### config.mk
export PLATFORM = sky130hd
export DESIGN_NAME = map_loader
export DESIGN_NICKNAME = d
export VERILOG_FILES = /design/src/rtl/map_loader_pkg.sv /design/src/rtl/map_loader_ram.sv /design/src/rtl/map_loader.sv
export SDC_FILE = /design/constraint.sdc
export NUM_CORES = 1
export LEC_CHECK = 0
export CAP_MARGIN = 20
export CORE_ASPECT_RATIO = 0.7
export CORE_UTILIZATION = 49
export DETAILED_ROUTE_END_ITERATION = 12
export PLACE_DENSITY = 0.63
export SYNTH_ARGS = -nofsm -noshare
export SYNTH_HDL_FRONTEND = slang
export SYNTH_SLANG_ARGS = --single-unit
### constraint.sdc
create_clock -name clk -period 33.5 [get_ports clk]
set_clock_uncertainty 0.05 [all_clocks]
set_input_delay 5.025 -clock clk [delete_from_list [all_inputs] [get_ports clk]]
set_output_delay 5.025 -clock clk [all_outputs]
set_load 0.01 [all_outputs]
### src/rtl/map_loader_pkg.sv
// map_loader_pkg: FSM state encodings and default map dimensions shared by the map loader files
package map_loader_pkg;
  typedef enum logic [1:0] {S_CLEAR, S_IDLE, S_LOAD, S_DONE} state_t;
  localparam int DEF_COLBITS = 4;
  localparam int DEF_ROWBITS = 4;
  localparam int DEF_BITS    = 2;
endpackage

### src/rtl/map_loader_ram.sv
// map_ram: map storage; ports clk, i_we/i_waddr/i_wdata sync write, i_raddr -> o_rdata combinational read
module map_ram #(
  parameter int AW   = 8,
  parameter int BITS = 2
) (
  input  logic            clk,
  input  logic            i_we,
  input  logic [AW-1:0]   i_waddr,
  input  logic [BITS-1:0] i_wdata,
  input  logic [AW-1:0]   i_raddr,
  output logic [BITS-1:0] o_rdata
);
  logic [BITS-1:0] r_mem [2**AW];
  always_ff @(posedge clk)
    if (i_we) r_mem[i_waddr] <= i_wdata;
  assign o_rdata = r_mem[i_raddr];
endmodule

### src/rtl/map_loader.sv
// map_loader: clears map to a border pattern, streams full-map loads (load_start/abort, in_valid/ready/data), IDLE pokes (wr_*), busy/done status, combinational read (rd_* -> rd_val)
module map_loader import map_loader_pkg::*; #(
  parameter int COLBITS = DEF_COLBITS,
  parameter int ROWBITS = DEF_ROWBITS,
  parameter int BITS    = DEF_BITS
) (
  input  logic               clk,
  input  logic               reset,
  input  logic               load_start,
  input  logic               load_abort,
  input  logic               in_valid,
  input  logic [BITS-1:0]    in_data,
  output logic               in_ready,
  input  logic               wr_en,
  input  logic [ROWBITS-1:0] wr_row,
  input  logic [COLBITS-1:0] wr_col,
  input  logic [BITS-1:0]    wr_val,
  output logic               busy,
  output logic               done,
  input  logic [ROWBITS-1:0] rd_row,
  input  logic [COLBITS-1:0] rd_col,
  output logic [BITS-1:0]    rd_val
);
  localparam int AW = ROWBITS + COLBITS;
  state_t r_state, w_next;
  logic [AW-1:0] r_cnt, w_waddr;
  logic [BITS-1:0] w_wdata;
  logic w_last, w_acc, w_border, w_we;
  assign w_last = &r_cnt;
  assign w_acc = r_state == S_LOAD && in_valid && !load_abort;
  assign w_border = r_cnt[AW-1:COLBITS] == '0 || &r_cnt[AW-1:COLBITS] ||
                    r_cnt[COLBITS-1:0] == '0 || &r_cnt[COLBITS-1:0];
  always_ff @(posedge clk or posedge reset)
    if (reset) begin
      r_state <= S_CLEAR;
      r_cnt   <= '0;
    end else begin
      r_state <= w_next;
      r_cnt   <= (r_state == S_IDLE && load_start) ? '0 :
                 (r_state == S_CLEAR || w_acc) ? r_cnt + 1'b1 : r_cnt;
    end
  always_comb begin
    w_next   = S_IDLE;
    w_we     = 1'b0;
    w_waddr  = r_cnt;
    w_wdata  = in_data;
    in_ready = r_state == S_LOAD;
    busy     = r_state == S_CLEAR || r_state == S_LOAD;
    done     = r_state == S_DONE;
    w_next   = r_state == S_CLEAR ? (w_last ? S_DONE : S_CLEAR) :
               r_state == S_IDLE  ? (load_start ? S_LOAD : S_IDLE) :
               r_state == S_LOAD  ? (load_abort ? S_IDLE : (w_acc && w_last) ? S_DONE : S_LOAD) :
               S_IDLE;
    w_we     = r_state == S_CLEAR || w_acc || (r_state == S_IDLE && wr_en && !load_start);
    w_waddr  = r_state == S_IDLE ? {wr_row, wr_col} : r_cnt;
    w_wdata  = r_state == S_CLEAR ? (w_border ? '1 : '0) :
               r_state == S_LOAD ? in_data : wr_val;
  end
  map_ram #(.AW(AW), .BITS(BITS)) u_ram (
    .clk     (clk),
    .i_we    (w_we),
    .i_waddr (w_waddr),
    .i_wdata (w_wdata),
    .i_raddr ({rd_row, rd_col}),
    .o_rdata (rd_val)
  );
endmodule

==> results by group <==
Status
  • Result of the run: finished clean

Clocking
  • Number of setup buffers added after CTS: 0
  • Count of H-tree levels built during CTS: 2
  • Root cell of the clock tree: clkbuf_16
  • Bufs on Longest Clock Path: 3
  • Clock tree from TritonCTS: done
  • CTS clock-pin slew for the worst setup and hold paths: 0.06 ns
  • Num CTS Buffers: 49
  • Clock latency of the later-clocked register in the worst-skew pair: 0.56 ns
  • Number of buffers inserted by hold repair at cts: 0
  • Post-cts sizing count: 0
  • Count of clock tree sinks: 522

Detailed routing
  • Number of DRC markers after the initial detailed-route iteration: 1,574
  • Number of design rule violations left after detail routing: 0
  • Final routed wire length divided by cell count: 26.49 um
  • Post-DRT Antenna Nets: 0
  • Total detailed-routing wirelength: 53,260 um
  • Average vias per placed instance: 6.040
  • Detailed-routing iteration count for the pre-antenna-repair pass: 6
  • Vias: 12,147

GRT
  • Initial antenna violation count: 0
  • Congestion Overflow GR: 0
  • Met1 Use GR: 37.16%
  • Vias in the first global route: 12,035
  • Met3 usage in global routing: 6.504%
  • Maximum number of pins on one net before global-route repair: 257
  • Routing usage on met2: 33.88%
  • Peak-usage layer in the global routing report: met1
  • Overall track demand over capacity in global routing: 24.02%
  • Wire length of the first global-routing pass: 79,010 um

Job
  • Max cap viols: 0

Floorplanning
  • Count of standard-cell rows: 64
  • Initial cell density of the core: 49.91%
  • Number of I/O pins: 31
  • Floorplan die area: 45,560 um2
  • Core area: 43,880 um2
  • Die height: 178.9 um
  • Chip width: 254.7 um

Synthesis
  • Combined area of all synthesized cells: 21,900 um2
  • Sequential cell area fraction in the yosys report: 71.34%
  • Number of distinct library cells after synthesis: 52
  • Post-synth EDFFs: 512
  • Synth Warn #: 0
  • Post-synth top area cell: edfxtp_1
  • Share of flip-flops with an asynchronous set or reset: 1.916%
  • Share of Yosys cell area claimed by the top area cell type: 70.20%
  • Net count after synthesis: 1,388
  • Count of mapped cells out of synthesis: 1,360
  • Dominant cells by area after synthesis: edfxtp_1 70%, mux4_2 9.3%, nor2_1 4.8%
  • Synthesized area per cell: 16.10 um2
  • List of most frequent post-synthesis cells: 512 x edfxtp_1, 279 x nor2_1, 100 x mux2i_1, 90 x mux4_2, 58 x nand2_1
  • Number of register bits inferred by synthesis: 522
  • Cell with the most instances after synthesis: edfxtp_1
  • Commonest register cell after synthesis: edfxtp_1

STA
  • Final worst hold slack: 0.5708 ns
  • Summed negative setup slack over all endpoints: 0 ns
  • Final critical path time including I/O delays and setup: 14.40 ns
  • Max-slew violations: 0
  • Part of the cycle the worst path needs: 42.99%
  • Final WS setup: 19.10 ns
  • Number of hold violations in the final report: 0
  • Final setup violation count: 0
  • Highest achievable clock rate: 69.44 MHz
  • Relative slew slack: 19.14%
  • Slew at the pin with the worst max-slew slack: 1.209 ns
  • Unrepaired setup endpoints after global routing: no

Layout
  • Syn-to-layout area delta: 10.94%
  • Layout fillers: 3,488
  • Fraction of layout instances using a drive strength above 1: 14.04%
  • Number of antenna cells inserted: 0
  • Final layout net count: 1,404
  • Area of the multi-input gates: 5789 um2
  • Final Core Density: 55.37%
  • Combined flip-flop and latch cell area: 15,630 um2

Min path
  • Worst min-delay path class: reg -> reg
  • Hold endpoint: r_cnt[0]
  • Count of cells along the worst hold path: 1
  • Origin of the worst min-delay path: r_cnt[0]

Worst setup path
  • Category of the worst setup path capture point: output port
  • Crit path kind: in -> out
  • Crit Reg-Reg Endpoint: u_ram.r_mem[207][1]
  • Worst-case register-to-register setup slack: 29.55 ns
  • Kind of start point of the critical path: primary input
  • Crit Path Max Fanout: 46
  • Critical path data required time: 28.42 ns
  • Startpoint of the worst-slack reg-to-reg timing path: r_state[0]
  • Depth of the most critical reg-to-reg path: 6
  • Worst Setup SP: rd_col[0]
  • Data arrival time at the worst-slack endpoint: 9.33 ns

Placed design
  • Pre-CTS worst setup slack: 19.04 ns
  • Final weighted congestion of routability-driven global placement: 0.8339
  • DP Wirelength: 31,430 um
  • Port buffer count: 30

Power
  • Total leakage power: 7.600 nW
  • Peak supply drop: 0.1351 mV
  • Total power: 1.962 mW
  • Pwr dens: 80.73 nW/um2
==> layout by cell type (no fill, tap or decap), drive strengths merged, types with 10 or more instances in the layout <==
cell,n
buf,25
clkbuf,63
clkdlybuf4s50,28
clkinv,23
dfrtp,10
edfxtp,512
mux2i,100
mux4,94
nand2,58
nand2b,14
nand3,23
nand3b,10
nor2,279
nor3,13
nor4,12
o21ai,33
o22ai,34
==> cell type report <==
type	instances	share of cell area (%)
flip-flops and latches	522	64.30
clock inverters	29	1.092
clock buffers	63	5.438
well taps	594	3.059
inverters	9	0.1390
repair buffers	53	2.142
multi-input cells	741	23.83
==> registers in the layout, summed over array words and instances, names as in the netlist <==
register     cells
r_state          2
r_cnt            8
u_ram.r_mem    512
==> through the flow <==
stage,cells,cell area [um2]
floorplan,1360,21900
global placement,1914,22650
detailed placement,1916,22680
CTS,2008,24270
global route,2011,24300
finish,2011,24300
==> metal layers <==
layer  wire, um  share of wire [%]
met4        990                1.9
met1      24710                 46
met5          0                  0
met2      22740                 43
met3       4823                9.1
==> cell families after synthesis <==
family	synth area share (%)
buffers and inverters	2.376
AOI/OAI and AO/OA	3.285
adders and majority gates	0.1142
muxes	14.41
DFF	71.34
and+or+nand+nor	8.318
xor gates and xnor gates	0.1600
==> worst max path at each step <==
stage	endpoint	slack, ns	depth (start not counted)
3_3_place_gp	rd_val[0]	19.13	9
4_1_cts	rd_val[0]	19.02	9
5_1_grt	rd_val[0]	18.86	9
3_5_place_dp	rd_val[0]	19.04	9
2_1_floorplan	u_ram.r_mem[0][0]	16.26	2
6_report	rd_val[0]	19.10	9
==> worst max-delay path: stages <==
cell and delay [ns]:
buf_6 0.48, buf_4 0.70, nand3b_1 0.90, o22ai_1 0.44
nor3_1 0.16, a221oi_1 0.37, a21oi_1 0.14, nor4_2 0.40
clkdlybuf4s50_1 0.61
==> report_power, final <==
part / leakage, nW / internal (mW) / total (mW) / switching (mW)
sequential: 4.70 / 0.976 / 0.989 / 0.0129
combinational: 2.11 / 0.0678 / 0.417 / 0.350
clock: 0.783 / 0.317 / 0.556 / 0.238
Power figures use the tool's default switching activity.
